--- config.mk ---
export PLATFORM = sky130hd
export DESIGN_NAME = unified_mem_arbiter
export DESIGN_NICKNAME = d
export VERILOG_FILES = /design/src/rtl/unified_mem_arbiter.sv
export SDC_FILE = /design/constraint.sdc
export NUM_CORES = 1
export LEC_CHECK = 0
export BUFFER_PORTS_ARGS = -buffer_cell sky130_fd_sc_hd__buf_2
export CAP_MARGIN = 10
export CORE_MARGIN = 1.5
export CORE_UTILIZATION = 50
export CTS_BUF_LIST = sky130_fd_sc_hd__clkbuf_2 sky130_fd_sc_hd__clkbuf_4 sky130_fd_sc_hd__clkbuf_8
export DETAILED_ROUTE_END_ITERATION = 10
export PLACE_DENSITY_LB_ADDON = 0.08
export SYNTH_ARGS = -nofsm -noshare
export SYNTH_HDL_FRONTEND = slang
export SYNTH_SLANG_ARGS = --single-unit
--- constraint.sdc ---
create_clock -name clk -period 2.1 [get_ports clk]
set_input_delay 0.525 -clock clk [delete_from_list [all_inputs] [get_ports clk]]
set_output_delay 0.525 -clock clk [all_outputs]
set_load 0.02 [all_outputs]
--- src/rtl/unified_mem_arbiter.sv ---
// unified_mem_arbiter: shares one single-port memory between instruction fetch and load/store,
// sequencing each access through IDLE/ACCESS/DONE and tolerating a fixed memory read latency.
module unified_mem_arbiter #(
    parameter int ADDR_W  = 32,
    parameter int DATA_W  = 32,
    parameter int MEM_LAT = 1
) (
    input  logic              clk,
    input  logic              reset,
    input  logic              if_req,
    input  logic [ADDR_W-1:0] if_addr,
    output logic [DATA_W-1:0] if_rdata,
    output logic              if_valid,
    input  logic              d_req,
    input  logic              d_we,
    input  logic [ADDR_W-1:0] d_addr,
    input  logic [DATA_W-1:0] d_wdata,
    output logic [DATA_W-1:0] d_rdata,
    output logic              d_valid,
    output logic              mem_en,
    output logic              mem_we,
    output logic [ADDR_W-1:0] mem_addr,
    output logic [DATA_W-1:0] mem_wdata,
    input  logic [DATA_W-1:0] mem_rdata,
    output logic              busy
);
    typedef enum logic [1:0] {IDLE, ACCESS, DONE} state_t;
    localparam logic [1:0] LAST = 2'(MEM_LAT - 1);

    if (MEM_LAT < 1 || MEM_LAT > 4) begin : g_bad_lat
        $error("unified_mem_arbiter: MEM_LAT must be in 1..4");
    end

    state_t            state_q;
    logic              owner_q;
    logic [1:0]        cnt_q;
    logic [1:0]        streak_q;
    logic [DATA_W-1:0] if_rdata_q;
    logic [DATA_W-1:0] d_rdata_q;
    logic              if_valid_q;
    logic              d_valid_q;
    logic              mem_en_q;
    logic              mem_we_q;
    logic [ADDR_W-1:0] mem_addr_q;
    logic [DATA_W-1:0] mem_wdata_q;
    logic              pick_if;

    // Data normally wins; fetch gets through after two data grants made while it waited.
    assign pick_if = if_req && (!d_req || streak_q == 2'd2);

    always_ff @(posedge clk) begin
        if (reset) begin
            state_q     <= IDLE;
            owner_q     <= 1'b0;
            cnt_q       <= '0;
            streak_q    <= '0;
            if_rdata_q  <= '0;
            d_rdata_q   <= '0;
            if_valid_q  <= 1'b0;
            d_valid_q   <= 1'b0;
            mem_en_q    <= 1'b0;
            mem_we_q    <= 1'b0;
            mem_addr_q  <= '0;
            mem_wdata_q <= '0;
        end else begin
            if_valid_q <= 1'b0;
            d_valid_q  <= 1'b0;
            mem_en_q   <= 1'b0;
            mem_we_q   <= 1'b0;
            case (state_q)
                IDLE: if (if_req || d_req) begin
                    state_q     <= ACCESS;
                    owner_q     <= !pick_if;
                    cnt_q       <= '0;
                    mem_en_q    <= 1'b1;
                    mem_we_q    <= !pick_if && d_we;
                    mem_addr_q  <= pick_if ? if_addr : d_addr;
                    mem_wdata_q <= pick_if ? mem_wdata_q : d_wdata;
                    streak_q    <= (pick_if || !if_req) ? 2'd0 : streak_q + 2'd1;
                end
                // The mem_en cycle itself is not counted; the counter tracks cycles after it.
                ACCESS: if (mem_en_q && mem_we_q) begin
                    state_q   <= DONE;
                    d_valid_q <= 1'b1;
                end else if (!mem_en_q) begin
                    if (cnt_q == LAST) begin
                        state_q    <= DONE;
                        if_valid_q <= !owner_q;
                        d_valid_q  <= owner_q;
                        if_rdata_q <= owner_q ? if_rdata_q : mem_rdata;
                        d_rdata_q  <= owner_q ? mem_rdata : d_rdata_q;
                    end else begin
                        cnt_q <= cnt_q + 2'd1;
                    end
                end
                DONE: state_q <= IDLE;
                default: state_q <= IDLE;
            endcase
        end
    end

    assign if_rdata  = if_rdata_q;
    assign if_valid  = if_valid_q;
    assign d_rdata   = d_rdata_q;
    assign d_valid   = d_valid_q;
    assign mem_en    = mem_en_q;
    assign mem_we    = mem_we_q;
    assign mem_addr  = mem_addr_q;
    assign mem_wdata = mem_wdata_q;
    assign busy      = state_q != IDLE;
endmodule
## After elaboration in Yosys (flattened, before gate mapping)

Index checks and enable logic that the tools add are counted.

| storage, ports and cells | value |
|---|---|
| register bits after elaboration | 139 |

| cells by class | value |
|---|---|
| $add $sub $neg | 2 |
| eq/ne operators | 8 |
| muxes and demuxes | 16 |
| bitwise operators | 8 |
| reductions and logical operators | 24 |

Operators by type and width:

| cell | number |
|---|---|
| $mux 32 | 1 |
| $mux 2 | 9 |
| $reduce_and 5->1 | 3 |
| $ne 2x2->1 const B | 4 |
| $not 1->1 | 8 |
| $pmux 2 s2 | 2 |
| $ne 3x3->1 const B | 2 |
| $reduce_and 3->1 | 2 |
| $reduce_or 5->1 | 1 |
| $add 2x1->2 const B | 2 |
| $logic_not 1->1 | 4 |
| $logic_not 2->1 | 2 |
| $mux 1 | 4 |
| $reduce_bool 2->1 | 2 |
| $reduce_or 2->1 | 2 |
| $logic_and 1x1->1 | 3 |
| $logic_or 1x1->1 | 3 |
| $reduce_or 3->1 | 1 |
| $eq 2x1->1 const B | 1 |
| $eq 2x2->1 const B | 1 |
| $reduce_and 2->1 | 1 |

## Logic depth before layout (Yosys ltp)

| depth | value |
|---|---|
| word-level depth | 5 |
| gate-level depth with buffers | 7 |
| depth with buffers taken out | 5 |

## Worst setup path before layout

Ideal clock, no wire load.

| path | value |
|---|---|
| path type | in2reg |
| from | input if_req |
| to | register mem_addr_q[2] (netlist: mem_addr[2]) |
| arrival | 1.358 ns |
| data required time | 1.959 ns |
| slack | 0.601 ns |
| stages | 6 |
| cells stage by stage | buf_4 or2_1 buf_4 buf_6 a21oi_1 a311oi_2 |

| between the ends | value |
|---|---|
| longest elaborated chain between the ends | 2 |
| elaborated cells on any way between the ends | 4 |

RTL lines:

| element | line | text |
|---|---|---|
| start: declaration | 10 | `input logic if_req,` |
| $logic_and 1x1->1 or $logic_or 1x1->1 (tied branches) | 49, 71 |  |
| $mux 32 or $reduce_and 2->1 (tied branches) | - |  |
| end signal: assignment | 77 | `mem_addr_q <= pick_if ? if_addr : d_addr;` |
| end: declaration | 44 | `logic [ADDR_W-1:0] mem_addr_q;` |

Parallel ways exist; a longest one is shown, timed or not.
A chain may end at the register's enable or synchronous reset.

## Worst setup path in the final report

| path | value |
|---|---|
| from | register state_q[0] |
| to | output busy |

| between the ends | value |
|---|---|
| longest elaborated chain between the ends | 1 |

RTL lines:

| element | line | text |
|---|---|---|
| start: declaration | 34 | `state_t state_q;` |
| start signal: assignment | 53 | `state_q <= IDLE;` |
| start signal: assignment | 72 | `state_q <= ACCESS;` |
| start signal: assignment | 83 | `state_q <= DONE;` |
| $reduce_bool 2->1 | 110 | `assign busy = state_q != IDLE;` |
| end: declaration | 25 | `output logic busy` |

No other way between the ends.

==> results.cfg <==
[yosys]
synth_top_area_share_pct = 44.3
syn_area_mm2 = 0.00629
ys_seq_area_share_pct = 44.3
synth-xor-area-share_pct = 0
yosys.area.top_type = dfxtp_1
synth_fa_ha_area_share_pct = 0.597
syn_nets = 774
synth_edf_count = 0
synth_cell_types = 35
synthMuxAreaShare_pct = 15.3
synth_compound_area_share_pct = 11.8
synth.most_common_cell = nand2b_1
syn_inst = 638
synth_top_family_by_area = simple AND/OR/NAND/NOR gates
synthTopCellsByCount = nand2b_1, dfxtp_1, mux2i_1, a21oi_1, nand3_1
ys.warnings.count = 0
async_flop_share_pct = 0
synth-simple-area-share_pct = 21.7
synth_ff_type = dfxtp_1
synth-seq-cells = 139
synthTopCellsByArea = dfxtp_1, nand2b_1, mux2i_1, a311oi_1, a21oi_1
avgSynthCellArea_um2 = 9.85

[worst_setup_path]
max_stage_delay_ns = 0.42
path_cells = nor2_2 -> inv_2 -> buf_2
critPathMaxFanout = 7
criticalPathCategory = reg2out
cp.arrival_ns = 1.24
critPathCaptureType = output port
required_ns = 1.57
crit_slowest_cell = dfxtp_1
critPathLaunchType = flip-flop

[pwr]
seq_power_share_pct = 45.5
p_leak_nw = 3.79
ir_drop_mv = 0.409
power_frac_clock_pct = 33.4
powerDensity_mw_per_mm2 = 811
sw_frac_of_total_pct = 28.9
fin_total_pwr_mw = 6.52
switching_power_mw = 1.88
combinationalPowerShare_pct = 21.1
power.internal_mw = 4.64

[layout]
post-route-cell-area_mm2 = 0.00805
fin_nets = 1015
syn_to_final_growth_pct = 28.0
layout-drive-gt1-share_pct = 37.2
antennaDiodeCount = 0

[grt]
grt_max_degree = 68
first_global_vias = 5254
grt_pass1_wl_um = 24700
grt_antenna_before_repair = 0
grt_util_all_layers_pct = 23.6
grt_overflow = 0

[drt]
vias = 5431
postRouteAntennaNets = 0
drt-total-wl_um = 15700
drtIter0Drc = 328
dr.pass1.iters = 5
drcViolationCount = 0
vias_per_cell = 5.12
wl_per_cell_um = 14.8

[timing]
rsz0062_at_grt = false
slew_violations = 0
period_needed_ns = 1.77
setup_violations = 0
fin_skew_ns = 0.0122
relSlewSlack_pct = 43.8
setup_tns_ns = 0
fmax_ghz = 0.566
max_slew.worst_pin.slew_ns = 0.841
hold_violations = 0
post-route-period-util_pct = 84.2

[clock_tree]
hold_buffers = 0
root_buffer = clkbuf_8
cts_setup_buffers = 0
cts_made_buffers = 17
post_cts_resized = 0
cts_htree_levels = 4
cts_sinks = 139
cts_tree = yes
clk_path_buf_depth = 2
clk_pin_slew_worst_paths_ns = 0.07
insertion_delay_ns = 0.44

[die]
initial_core_util_pct = 51.7
die_area_mm2 = 0.0133
coreArea_mm2 = 0.0122
die_w_um = 115
ios = 266
die_h_um = 115
num_rows = 40

[outcome]
status = finished, final reports clean

[worst_hold_path]
hp-class = in2reg

[placement]
dpl-instance-area_mm2 = 0.00764
port_buffers = 265
place_congestion = 0.761
dpl.hpwl_um = 11200

[job]
cap_viol_max_count = 0
[routing by layer]
layer	up-vias	wire, um	GRT usage [%]
li1	2688	-	-
met1	2486	6470	27.4
met2	224	7820	40.6
met3	33	1000	6.38
met4	0	419	11.1
met5	-	0	0
[area by class of cell]
cell class	instances	area (um^2)
clock inverters	7	87.6
clock buffers	25	319
inverters	6	22.5
flip-flops and latches	139	2780
fillers	1048	4120
multi-input cells	435	3120
repair buffers	280	1500
well taps	168	210
[layout by cell type (no fill, tap or decap), types with 5 or more instances in the layout]
cell	Yosys	routed
inv_1	5	5
mux2i_1	96	96
o21ai_0	28	28
o21ai_1	9	9
clkbuf_8	0	21
buf_2	11	264
dfxtp_1	139	139
a311oi_1	22	22
buf_12	0	5
a21oi_1	38	38
nand3_1	37	36
buf_4	4	11
nand2b_1	163	163
a311oi_2	10	10
[state kept, by name (all words and copies together) (netlist names)]
name	cells
cnt_q	2
mem_en	1
streak_q	2
state_q	2
d_valid	1
mem_we	1
mem_wdata	32
d_rdata	32
owner_q	1
if_rdata	32
mem_addr	32
if_valid	1
[logic make-up (layout without fill, tap and decap cells)]
logic type | Yosys count | after routing
AOI/OAI and AO/OA | 110 | 110
adders and majority gates | 3 | 3
buffers and inverters | 64 | 318
DFF | 139 | 139
and+or+nand+nor | 226 | 226
muxes | 96 | 96
[power groups by stage]
stage / logic (mW) / registers (mW) / clock network (mW)
final: 1.37 / 2.97 / 2.18
after global routing: 1.49 / 2.99 / 2.35
after CTS: 1.39 / 2.97 / 2.24
after detailed placement: 1.38 / 3.02 / 0
after global placement: 1.35 / 3.01 / 0
after floorplan: 0.703 / 3.26 / 0
[worst max-delay path: cells and delay by family (launching register included)]
kind,cells,cell delay [ns]
buffers and inverters,2,0.32
DFF,1,0.42
and+or+nand+nor,1,0.08
[through the flow]
step / utilization, % / cells / hold WS [ns] / worst slack (ns)
after floorplan: - / 638 / 0.448 / 0.601
after global placement: 62.8 / 1028 / 0.454 / 0.332
after detailed placement: 62.8 / 1028 / 0.461 / 0.262
after CTS: 66.2 / 1060 / 0.312 / 0.312
after global routing: 66.2 / 1060 / 0.330 / 0.175
final: 66.2 / 1060 / 0.345 / 0.332
[final timing paths]
| path | startpoint | endpoint | slack [ns] | depth (start not counted) |
|---|---|---|---|---|
| setup / recovery | state_q[0] | busy | 0.33 | 3 |
| hold / removal | d_wdata[24] | mem_wdata[24] | 0.34 | 3 |
| setup reg to reg | state_q[0] | mem_wdata[2] | 0.37 | 5 |
| hold reg to reg | mem_wdata[13] | mem_wdata[13] | 0.47 | 2 |
No activity file was read; power rests on OpenSTA's default activity.
